[src/rtl/program_loader_if.sv]
// Byte-stream and program-memory signals between a stream source and the program loader.
interface program_loader_if;
    logic        Start;
    logic [7:0]  ByteIn;
    logic        ByteValid;
    logic        ByteReady;
    logic        MemWrite;
    logic [31:0] WriteAddress;
    logic [31:0] WriteData;
    logic        CPUResetN;
    logic        Busy;
    logic        Done;
    logic        Error;

    modport master (
        output Start, ByteIn, ByteValid,
        input  ByteReady, MemWrite, WriteAddress, WriteData, CPUResetN, Busy, Done, Error
    );

    modport slave (
        input  Start, ByteIn, ByteValid,
        output ByteReady, MemWrite, WriteAddress, WriteData, CPUResetN, Busy, Done, Error
    );
endinterface

[src/rtl/program_loader.sv]
// Loads a length-prefixed, XOR-checksummed program image into instruction memory,
// then releases the core from reset.
//
// state  | meaning
// IDLE   | waiting for Start, core held in reset
// LEN_LO | expecting low byte of word count
// LEN_HI | expecting high byte of word count, range-checked against memory depth
// DATA   | assembling little-endian words, one write strobe per completed word
// CHECK  | expecting checksum byte
// DONE   | image good, core released
// ERROR  | oversize header or bad checksum, core held in reset
module program_loader #(
    parameter int          MEMORY_DEPTH = 256,
    parameter logic [31:0] BASE_ADDRESS = 32'h0000_0000
) (
    input logic             clk,
    input logic             reset,
    program_loader_if.slave bus
);
    typedef enum logic [2:0] {
        S_IDLE, S_LEN_LO, S_LEN_HI, S_DATA, S_CHECK, S_DONE, S_ERROR
    } state_t;

    localparam logic [15:0] DEPTH_W = 16'(MEMORY_DEPTH);

    state_t      state, next_state;
    logic [15:0] len;
    logic [15:0] word_cnt;
    logic [15:0] hdr_len;
    logic [1:0]  byte_cnt;
    logic [7:0]  csum;
    logic [23:0] shift;
    logic        mem_write;
    logic [31:0] wr_addr;
    logic [31:0] wr_data;
    logic        in_load;
    logic        accept;
    logic        last_word;
    logic        start_load;

    assign in_load    = (state == S_LEN_LO) || (state == S_LEN_HI) ||
                        (state == S_DATA)   || (state == S_CHECK);
    assign accept     = bus.ByteValid && in_load;
    assign hdr_len    = {bus.ByteIn, len[7:0]};
    assign last_word  = (word_cnt == len - 16'd1);
    assign start_load = bus.Start &&
                        ((state == S_IDLE) || (state == S_DONE) || (state == S_ERROR));

    // Status flags decode straight from the registered state.
    assign bus.ByteReady    = in_load;
    assign bus.Busy         = in_load;
    assign bus.Done         = (state == S_DONE);
    assign bus.Error        = (state == S_ERROR);
    assign bus.CPUResetN    = (state == S_DONE);
    assign bus.MemWrite     = mem_write;
    assign bus.WriteAddress = wr_addr;
    assign bus.WriteData    = wr_data;

    always_ff @(posedge clk) begin
        if (!reset) state <= S_IDLE;
        else        state <= next_state;
    end

    always_comb begin
        next_state = state;
        case (state)
            S_IDLE, S_DONE, S_ERROR: if (bus.Start) next_state = S_LEN_LO;
            S_LEN_LO: if (accept) next_state = S_LEN_HI;
            S_LEN_HI: begin
                if (accept) begin
                    if (hdr_len > DEPTH_W)    next_state = S_ERROR;
                    else if (hdr_len == 16'd0) next_state = S_CHECK;
                    else                       next_state = S_DATA;
                end
            end
            S_DATA: if (accept && byte_cnt == 2'd3 && last_word) next_state = S_CHECK;
            S_CHECK: if (accept) next_state = (bus.ByteIn == csum) ? S_DONE : S_ERROR;
            default: next_state = S_IDLE;
        endcase
    end

    always_ff @(posedge clk) begin
        if (!reset) begin
            len       <= '0;
            word_cnt  <= '0;
            byte_cnt  <= '0;
            csum      <= '0;
            shift     <= '0;
            mem_write <= 1'b0;
            wr_addr   <= '0;
            wr_data   <= '0;
        end else begin
            mem_write <= 1'b0;
            if (start_load) begin
                csum     <= '0;
                word_cnt <= '0;
                byte_cnt <= '0;
            end
            if (accept) begin
                case (state)
                    S_LEN_LO: begin
                        len[7:0] <= bus.ByteIn;
                        csum     <= csum ^ bus.ByteIn;
                    end
                    S_LEN_HI: begin
                        len[15:8] <= bus.ByteIn;
                        csum      <= csum ^ bus.ByteIn;
                    end
                    S_DATA: begin
                        csum     <= csum ^ bus.ByteIn;
                        byte_cnt <= byte_cnt + 2'd1;
                        shift    <= {bus.ByteIn, shift[23:8]};
                        // Fourth byte completes the word; strobe it on the following cycle.
                        if (byte_cnt == 2'd3) begin
                            mem_write <= 1'b1;
                            wr_addr   <= BASE_ADDRESS + {14'd0, word_cnt, 2'b00};
                            wr_data   <= {bus.ByteIn, shift};
                            word_cnt  <= word_cnt + 16'd1;
                        end
                    end
                    default: ;
                endcase
            end
        end
    end
endmodule

[src/flat_wrapper.sv]
// flat-port wrapper written by rule: the top's interface ports become plain ports
module program_loader_flat 
#(
    parameter int          MEMORY_DEPTH = 256,
    parameter logic [31:0] BASE_ADDRESS = 32'h0000_0000
)
  (clk, reset, bus_Start, bus_ByteIn, bus_ByteValid, bus_ByteReady, bus_MemWrite, bus_WriteAddress, bus_WriteData, bus_CPUResetN, bus_Busy, bus_Done, bus_Error);
  program_loader_if bus_i ();
  input logic clk;
  input logic reset;
  input wire logic [$bits(bus_i.Start)-1:0] bus_Start;
  input wire logic [$bits(bus_i.ByteIn)-1:0] bus_ByteIn;
  input wire logic [$bits(bus_i.ByteValid)-1:0] bus_ByteValid;
  output wire logic [$bits(bus_i.ByteReady)-1:0] bus_ByteReady;
  output wire logic [$bits(bus_i.MemWrite)-1:0] bus_MemWrite;
  output wire logic [$bits(bus_i.WriteAddress)-1:0] bus_WriteAddress;
  output wire logic [$bits(bus_i.WriteData)-1:0] bus_WriteData;
  output wire logic [$bits(bus_i.CPUResetN)-1:0] bus_CPUResetN;
  output wire logic [$bits(bus_i.Busy)-1:0] bus_Busy;
  output wire logic [$bits(bus_i.Done)-1:0] bus_Done;
  output wire logic [$bits(bus_i.Error)-1:0] bus_Error;
  assign bus_i.Start = bus_Start;
  assign bus_i.ByteIn = bus_ByteIn;
  assign bus_i.ByteValid = bus_ByteValid;
  assign bus_ByteReady = bus_i.ByteReady;
  assign bus_MemWrite = bus_i.MemWrite;
  assign bus_WriteAddress = bus_i.WriteAddress;
  assign bus_WriteData = bus_i.WriteData;
  assign bus_CPUResetN = bus_i.CPUResetN;
  assign bus_Busy = bus_i.Busy;
  assign bus_Done = bus_i.Done;
  assign bus_Error = bus_i.Error;
  program_loader #(.MEMORY_DEPTH(MEMORY_DEPTH), .BASE_ADDRESS(BASE_ADDRESS)) u_core (.clk(clk), .reset(reset), .bus(bus_i));
endmodule
[config.mk]
export PLATFORM = sky130hd
export DESIGN_NAME = program_loader_flat
export DESIGN_NICKNAME = d
export VERILOG_FILES = /design/src/rtl/program_loader_if.sv /design/src/rtl/program_loader.sv /design/src/flat_wrapper.sv
export SDC_FILE = /design/constraint.sdc
export NUM_CORES = 1
export LEC_CHECK = 0
export BUFFER_PORTS_ARGS = -buffer_cell sky130_fd_sc_hd__buf_4
export CORE_MARGIN = 2
export CORE_UTILIZATION = 57
export DETAILED_ROUTE_END_ITERATION = 10
export PLACE_DENSITY_LB_ADDON = 0.05
export SYNTH_ARGS = -nofsm -noshare
export SYNTH_HDL_FRONTEND = slang
export SYNTH_SLANG_ARGS = --single-unit
[constraint.sdc]
create_clock -name clk -period 2.25 [get_ports clk]
set_input_delay 0.675 -clock clk [delete_from_list [all_inputs] [get_ports clk]]
set_output_delay 0.675 -clock clk [all_outputs]
set_load 0.01 [all_outputs]
# Yosys cells after proc, flatten, opt, wreduce, memory -nomap -nowiden
# Index checks and enable logic that the tools add are counted.
word_totals:
  regBits: 118
  in_bits: 12
  wordCells: 68
op_classes:
  addsub: 3
  magnitude_cmp: 1
  n_eq_ne: 14
  muxes: 20
  bitwise_logic: 1
  reduce_logical: 19
ops:
  columns: ["op", "count"]
  rows:
  - ["16-bit 2-to-1 mux", 4]
  - ["8-bit 2-to-1 mux", 3]
  - ["3-bit 2-to-1 mux", 7]
  - ["16-bit by 1-bit adder with 16-bit output, second input constant", 1]
  - ["16-bit equality test", 1]
  - ["16-bit by 9-bit greater-than comparator with 1-bit output, second input constant", 1]
  - ["16-bit zero test", 1]
  - ["16-bit by 1-bit subtractor with 16-bit output, second input constant", 1]
  - ["3-bit one-hot mux with 5 select lines", 1]
  - ["3-bit equality test, second input constant", 3]
  - ["8-bit equality test", 1]
  - ["2-bit 2-to-1 mux", 4]
  - ["8-bit XOR", 1]
  - ["3-bit by 2-bit equality test with 1-bit output, second input constant", 2]
  - ["2-bit by 1-bit != test with 1-bit output, second input constant", 3]
  - ["2-bit AND reduction", 3]
  - ["3-bit AND reduction", 2]
  - ["3-bit OR reduction", 2]
  - ["1-bit logical OR", 5]
  - ["5-bit AND reduction", 1]
  - ["1-bit logical AND", 4]
  - ["2-bit != test, second input constant", 2]
  - ["3-bit by 1-bit equality test with 1-bit output, second input constant", 1]
  - ["3-bit zero test", 1]
  - ["other kinds (3)", 3]

# Depth between registers and ports, before layout
# Gate-level depths: netlist of run 1.
depth:
  word_depth: 9
  ltp_mapped: 9
  mapped_depth_nobuf: 8

# Least setup slack after synthesis of run 1
# No wires, ideal clock.
synth_timing:
  kind: "input port to flip-flop"
  startpoint: "input port bus_ByteIn[0]"
  endpoint: "register u_core.state[1]"
  setup_ns: 0.137
  arrival_ns: 1.856
  t_required_ns: 2.113
  setup_slack_ns: 0.258
  cell_stages: 6
  n_path_buf: 1
  cell_sequence: "clkbuf_1 o22ai_1 nor4_1 a31oi_1 nor4_1 a211oi_1"
synth_via:
  elab_chain_len: 5
  elab_cells_between_ends: 9
  cone_classes: "1 x order compare; 1 x eq/ne; 6 x mux; 1 x reduce/logical"
synth_rtl:
  columns: ["element", "line", "text"]
  rows:
  - ["start, declared", "flat_wrapper.sv:12", "input wire logic [$bits(bus_i.ByteIn)-1:0] bus_ByteIn;"]
  - ["parallel branches: the longest is 4 deep, another holds 16-bit by 9-bit greater-than comparator with 1-bit output", null, null]
  - ["3-bit one-hot mux with 5 select lines (*)", "program_loader.sv:66", "case (state)"]
  - ["end signal, assigned", "program_loader.sv:61", "else state <= next_state;"]
  - ["end, declared", "program_loader.sv:26", "state_t state, next_state;"]
# Mark *: on every way between the ends. The select of a mux whose other input is x is not followed.
# A chain may end at the register's enable or synchronous reset.

# Worst setup path after layout of run 1
layout_timing:
  startpoint: "register u_core.state[0]"
  endpoint: "output port bus_ByteReady"
layout_via:
  elab_chain_len: 4
  elab_cells_between_ends: 7
  cone_classes: "4 x eq/ne; 3 x reduce/logical"
layout_rtl:
  columns: ["element", "line", "text"]
  rows:
  - ["3-bit by 1-bit equality test with 1-bit output or 3-bit by 2-bit equality test with 1-bit output (tied branches)", "program_loader.sv:41", "assign in_load = (state == S_LEN_LO) || (state == S_LEN_HI) ||"]
  - ["1-bit logical OR (2 in a row)", "program_loader.sv:41", null]
  - ["1-bit logical OR (*)", "program_loader.sv:42", "(state == S_DATA) || (state == S_CHECK);"]
  - ["end, declared", "flat_wrapper.sv:14", "output wire logic [$bits(bus_i.ByteReady)-1:0] bus_ByteReady;"]
# Every way passes the cells marked *; elsewhere a longest branch is shown, timed or not.

==> results of run 1 <==
==> worst max-delay path: cells and delay by family, from the launching register on <==
kind          cells  cell delay (ns)
xor+xnor          1             0.17
buf+inv           1             0.16
flops             1             0.36
simple gates      1             0.28
==> registers in the layout, summed over array words and instances, names as in the netlist <==
signal,flops
u_core.word_cnt,16
u_core.shift,24
u_core.bus.WriteData,32
u_core.bus.MemWrite,1
u_core.byte_cnt,2
u_core.bus.WriteAddress,16
u_core.len,16
u_core.state,3
u_core.csum,8
==> cells by family (layout without fill, tap and decap cells) <==
family | Yosys count | after routing
other | 1 | 16
buffers and inverters | 81 | 131
AO/OA/AOI/OAI | 170 | 170
multiplexers | 2 | 2
AND/OR/NAND/NOR | 325 | 325
flip-flops | 118 | 118
adder cells (fa/ha/maj) | 3 | 3
XOR/XNOR | 26 | 26
==> area by class of cell <==
cell class / count / share of cell area
Multi-Input combinational cell: 542 / 0.444
Sequential cell: 118 / 0.343
Clock inverter: 11 / 0.0200
Inverter: 11 / 0.00599
Clock buffer: 21 / 0.0651
Timing Repair Buffer: 88 / 0.0976
Tap cell: 133 / 0.0241
==> final timing paths <==
kind	depth (start not counted)	endpoint	startpoint	slack (ns)
setup reg to reg	6	u_core.state[1]	u_core.len[2]	0.15
setup / recovery	3	bus_ByteReady	u_core.state[0]	0.11
hold / removal	2	u_core.bus.WriteAddress[15]	u_core.bus.WriteAddress[15]	0.46
hold reg to reg	2	u_core.bus.WriteAddress[15]	u_core.bus.WriteAddress[15]	0.46
==> report_power, final <==
group | leakage, nW | internal (mW) | switching (mW)
sequential | 0.953 | 2.18 | 0.124
combinational | 1.33 | 0.542 | 0.754
clock | 0.285 | 1.66 | 1.00
==> per-layer routing <==
metal | GRT usage | vias up | wire, µm
li1 | - | 2524 | -
met1 | 0.353 | 2418 | 6400
met2 | 0.449 | 147 | 6940
met3 | 0.0451 | 16 | 691
met4 | 0.0820 | 0 | 192
met5 | 0 | - | 0
==> per-stage QoR <==
stage                     instance area (µm²)  worst slack (ns)
after floorplan                          5780             0.258
after global placement                   6280             0.151
after detailed placement                 6280            0.0824
after CTS                                6880            0.0507
after global routing                     6900            0.0264
final                                    6900             0.108
==> cells in the final DEF, fill, tap and decap left out, drive strengths merged, types with 3 or more instances in the layout <==
cell type,n
a31oi,3
nor3,11
a21oi,8
conb,16
o22ai,4
o31ai,3
inv,16
nor3b,3
nand4,5
clkbuf,21
dfxtp,118
nor4,10
a21boi,103
a32o,3
ha,3
nand2b,5
or3,5
nor2,31
buf,88
nand3,9
xor2,11
clkinv,3
o211ai,4
xnor2,15
nand3b,5
nor2b,14
nand2,201
nand4b,3
and3,12
and2,7
o21ai,26
==> timing repair <==
item / in CTS / in global routing
resized for setup: 4 / 4
setup endpoints to repair: 4 / 7
pin swaps: 0 / 1
==> key figures, run 1 <==
Status
  • Run status: complete, no violations

Timing
  • Count of final hold-check violations: 0
  • Rel. slew slack: 0.651
  • RSZ-0062 raised after global routing: false
  • Final period utilization: 0.952
  • Worst hold margin: 0.460 ns
  • Fin. max-slew vios: 0
  • Max Clk Rate: 0.467 GHz
  • Setup TNS: 0 ns
  • Actual transition at the worst max-transition pin: 0.522 ns
  • Worst Skew: 0.00978 ns
  • Tmin final: 2.14 ns
  • Final setup fails: 0

Run
  • Max Cap Viol: 0

Clock network
  • Master cell of the clock root buffer: clkbuf_8
  • Clock tree from TritonCTS: done
  • Clock-pin slew of the registers on the worst-case setup and hold paths: 0.06 ns
  • Number of sinks driven by the clock tree: 118
  • Clock insertion delay at the later pin of the skew report: 0.51 ns
  • Post-CTS setup repair buffer count: 0
  • TritonCTS buffer count: 17
  • Post-CTS Hold Fix Bufs: 0
  • Number of H-tree levels: 4
  • Buffer levels on the longest clock path: 2

Floorplan
  • Die height: 104 µm
  • Starting Density: 0.586
  • X dimension of the die: 104 µm
  • Number of top-level pins: 82
  • Number of rows created at floorplan: 36
  • Die footprint: 10,900 µm²
  • Floorplan core area: 9770 µm²

Synthesis
  • Number of distinct standard cells referenced by the synthesized netlist: 53
  • Share of the synthesized area in the top cell type: 0.413
  • Combinational family with the most area after synthesis: simple AND/OR/NAND/NOR gates
  • Library cell with the highest instance count after synthesis: nand2_1
  • Top cell type by total area after synthesis: dfxtp_1
  • Flip-flop and latch count after synthesis: 118
  • Mux cell area share after synthesis: 0.00372
  • Count of warnings emitted by yosys: 0
  • Sequential element share of the synthesized area: 0.413
  • Xor/xnor cell area share of the yosys netlist: 0.0398
  • List of most frequent post-synthesis cells: nand2_1 (201), dfxtp_1 (118), a21boi_0 (103)
  • Compound-gate portion of the synthesized area: 0.215
  • Simple-gate share of the synthesized area: 0.255
  • Cell area after synthesis: 5720 µm²
  • Async set-or-reset flop fraction in the synthesized netlist: 0
  • EDFF count, synth: 0
  • Syn_area_per_cell: 7.88 µm²
  • Top cells by area, synth: dfxtp_1 (41%), a21boi_0 (14%), nand2_1 (13%)
  • Number of standard cells after synthesis: 726
  • Most instantiated flip-flop cell in the synthesis netlist: dfxtp_1
  • Adder and majority gate portion of the synthesized area: 0.00656

Worst setup path
  • Worst Setup End Kind: primary output
  • Largest stage delay on the critical path: 0.36 ns
  • CP max FO: 8
  • Launching element type of the critical path: register
  • Series of cell instances along the critical path: nor2_2 > xnor2_2 > buf_4
  • Critical Setup Path Class: register to primary output
  • Arrival time of data at the critical path endpoint: 1.47 ns
  • Data required time at the worst endpoint: 1.57 ns
  • Highest-delay cell along the critical path: dfxtp_2

Finish
  • Inserted Diodes: 0
  • Core Util, Final: 0.705
  • Filler-free cell count of the finished design: 924
  • Storage element area: 2370 µm²
  • Filler instances: 810
  • Multi-input combinational cell area: 3060 µm²
  • Fraction of final layout cells sized beyond drive strength 1: 0.169
  • Area Growth Syn to Fin: 20.5%
  • Layout Nets: 793

Route
  • Initial DRC Count: 265
  • Remaining routing DRC violations: 0
  • Mean routed wirelength per cell: 15.4 µm
  • Routed vias/inst: 5.52
  • Via count of the routed design: 5,105
  • First-pass iteration count of the detailed router: 5
  • Routed wire length: 14,200 µm
  • Antenna-violating nets left: 0

Global route
  • Global-route wire length before repair: 23,600 µm
  • Number of global-route vias before repair: 4,796
  • Leftover overflow at the end of global routing: 0
  • Initial antenna violation count: 0
  • Combined global-route utilization of all metal layers: 0.267
  • Maximum number of pins on one net before global-route repair: 78

Placed design
  • Port Buf Inserts: 65
  • Routability congestion estimate from global placement: 0.835
  • Number of cells after detailed placement: 892
  • Post-DP HPWL: 9890 µm

Worst hold path
  • Path type of the worst min-delay path: register to register

Power
  • Power density over the cells: 907 nW/µm²
  • Final Power: 6.26 mW
  • Worst IR Drop VDD: 0.000530 V
  • Standby leakage power: 2.57 nW
(Power assumes the default switching activity.)
==> run 2: changes to the inputs <==
--- a/config.mk
+++ b/config.mk
@@ -7,7 +7,7 @@
 export LEC_CHECK = 0
 export BUFFER_PORTS_ARGS = -buffer_cell sky130_fd_sc_hd__buf_4
 export CORE_MARGIN = 2
-export CORE_UTILIZATION = 57
+export CORE_UTILIZATION = 62
 export DETAILED_ROUTE_END_ITERATION = 10
 export PLACE_DENSITY_LB_ADDON = 0.05
 export SYNTH_ARGS = -nofsm -noshare
==> constraint.sdc (replaced) <==
create_clock -name clk -period 2.7 [get_ports clk]
set_input_delay 0.81 -clock clk [delete_from_list [all_inputs] [get_ports clk]]
set_output_delay 0.81 -clock clk [all_outputs]
set_load 0.01 [all_outputs]
==> key figures, run 2 (synthesis gave the netlist of run 1 again) <==
Worst setup path
  • Worst Setup End Kind: primary output
  • Arrival time of data at the critical path endpoint: 1.75 ns (+0.28 ns)
  • CP max FO: 11 (+3)
  • Series of cell instances along the critical path: nor2_1 > xnor2_1 > buf_4
  • Launching element type of the critical path: register
  • Highest-delay cell along the critical path: dfxtp_1
  • Data required time at the worst endpoint: 1.89 ns (+0.32 ns)
  • Largest stage delay on the critical path: 0.53 ns (+0.17 ns)
  • Critical Setup Path Class: register to primary output

Timing
  • Max Clk Rate: 0.391 GHz
  • RSZ-0062 raised after global routing: false
  • Setup slack after layout: 0.141 ns (+0.0332 ns)
  • Final period utilization: 0.948
  • Rel. slew slack: 0.595 (-0.0554)
  • Fin. max-slew vios: 0 (unchanged)
  • Worst Skew: 0.0112 ns (+0.00142 ns)
  • Count of final hold-check violations: 0 (unchanged)
  • Final setup fails: 0 (unchanged)
  • Actual transition at the worst max-transition pin: 0.605 ns (+0.0827 ns)
  • Setup TNS: 0 ns (unchanged)
  • Tmin final: 2.56 ns

Global route
  • Leftover overflow at the end of global routing: 0 (unchanged)
  • Number of global-route vias before repair: 4,581 (-4.5%)
  • Global-route wire length before repair: 22,400 µm (-5.3%)
  • Combined global-route utilization of all metal layers: 0.284 (+0.0162)
  • Initial antenna violation count: 0 (unchanged)
  • Maximum number of pins on one net before global-route repair: 46 (-41%)

Power
  • Worst IR Drop VDD: 0.000436 V (-18%)
  • Standby leakage power: 2.49 nW (-3.0%)
  • Power density over the cells: 752 nW/µm² (-17%)

Route
  • Top sig layer: met4
  • Remaining routing DRC violations: 0 (unchanged)
  • Routed vias/inst: 5.70 (+3.1%)
  • Antenna-violating nets left: 0 (unchanged)
  • Routed wl met3: 664 µm (-3.9%)
  • First-pass iteration count of the detailed router: 5 (unchanged)
  • Metal2 WL: 6700 µm (-3.4%)
  • Initial DRC Count: 259 (-2.3%)
  • Routed wire length: 13,900 µm (-2.4%)
  • Total routed wire length on the met1 layer: 6280 µm (-2.0%)
  • Via count of the routed design: 5,075 (-0.59%)
  • Mean routed wirelength per cell: 15.6 µm (+1.2%)

Finish
  • Filler-free cell count of the finished design: 891 (-3.6%)
  • Largest register FFs: 32 (unchanged)
  • Commonest cells after routing, fill and taps aside: nand2_1 (200), dfxtp_1 (118), a21boi_0 (103)
  • Filler instances: 699 (-14%)
  • Inserted Diodes: 0 (unchanged)
  • Layout Nets: 782 (-1.4%)
  • Fraction of final layout cells sized beyond drive strength 1: 0.147 (-0.0220)
  • Final instance area: 6730 µm² (-2.3%)
  • Core Util, Final: 0.739 (+0.0338)
  • Most common library cell in the layout ignoring fill and taps: nand2_1
  • Area Growth Syn to Fin: 17.6%

Floorplan
  • Number of top-level pins: 82 (unchanged)
  • Die height: 100 µm (-4.0%)
  • Floorplan core area: 9110 µm² (-6.8%)
  • Number of rows created at floorplan: 35 (-2.8%)
  • Starting Density: 0.628 (+0.0428)
  • Die footprint: 10,000 µm² (-7.8%)
  • X dimension of the die: 100 µm (-4.0%)

Placed design
  • Post-DP HPWL: 9650 µm (-2.4%)
  • Number of cells after detailed placement: 859 (-3.7%)
  • Placed Area: 6170 µm² (-1.8%)
  • Routability congestion estimate from global placement: 0.907 (+8.6%)
  • Port Buf Inserts: 65 (unchanged)
  • Worst slack at placement: 0.339 ns (+0.256 ns)

Worst hold path
  • Path type of the worst min-delay path: register to register

Clock network
  • TritonCTS buffer count: 17 (unchanged)
  • Post-CTS setup repair buffer count: 0 (unchanged)
  • Clock insertion delay at the later pin of the skew report: 0.52 ns (about the same)
  • Clock-pin slew of the registers on the worst-case setup and hold paths: 0.06 ns (about the same)
  • Number of sinks driven by the clock tree: 118 (unchanged)
  • Post-CTS Hold Fix Bufs: 0 (unchanged)
  • Number of H-tree levels: 4 (unchanged)
  • Master cell of the clock root buffer: clkbuf_8
  • Clock tree from TritonCTS: done
  • Buffer levels on the longest clock path: 2 (unchanged)
  • Resized Gates After CTS: 0 (-4)

Run
  • Max Cap Viol: 0 (unchanged)

Status
  • Run status: complete, no violations
-- run 2: cell count changes in the layout (fill, tap and decap cells not counted), moves of 2 or more --
| cell | change |
|---|---|
| buf_4 | -11 |
| clkinv_4 | +3 |
| dfxtp_1 | +3 |
| dfxtp_2 | -3 |
| clkbuf_8 | -2 |
| inv_6 | -2 |
| inv_8 | +2 |
| nor2_1 | +2 |
| nor2_2 | -2 |
-- run 2: routing by layer --
layer,vias up,track usage
met5,-,0
met4,0,0.104
met3,21,0.0508
met2,153,0.465
met1,2390,0.377
li1,2511,-
-- run 2: area by class of cell --
type / count / area (µm²) / area share
Inverter: 11 / 41.3 / 0.00613
Multi-Input combinational cell: 542 / 3040 / 0.451
Tap cell: 111 / 139 / 0.0206
Clock inverter: 14 / 144 / 0.0214
Sequential cell: 118 / 2360 / 0.351
Clock buffer: 18 / 418 / 0.0621
Timing Repair Buffer: 77 / 591 / 0.0877
-- run 2: path summary, 6_finish.rpt --
check	from	cells past startpoint	endpoint	slack [ns]
max reg2reg	u_core.len[0]	8	u_core.state[1]	0.43
min	u_core.bus.WriteAddress[13]	2	u_core.bus.WriteAddress[13]	0.46
min reg2reg	u_core.bus.WriteAddress[13]	2	u_core.bus.WriteAddress[13]	0.46
max	u_core.state[1]	3	bus_Busy	0.14
-- run 2: power breakdown --
group / switching, mW / internal (mW) / total (mW)
registers: 0.111 / 1.81 / 1.92
logic: 0.610 / 0.412 / 1.02
clock network: 0.876 / 1.25 / 2.12
total: 1.60 / 3.47 / 5.06
-- run 2: critical path: cells and delay by family (launching register included) --
kind                      cells  cell delay [ns]
buffers and inverters         1             0.19
DFF                           1             0.53
xor gates and xnor gates      1             0.33
and+or+nand+nor               1             0.19
-- run 2: stage by stage --
step                hold slack (ns)  power, mW
floorplan                     0.441       2.73
global placement              0.450       2.95
detailed placement            0.456       2.96
CTS                           0.465       5.07
global route                  0.484       5.29
finish                        0.463       5.07
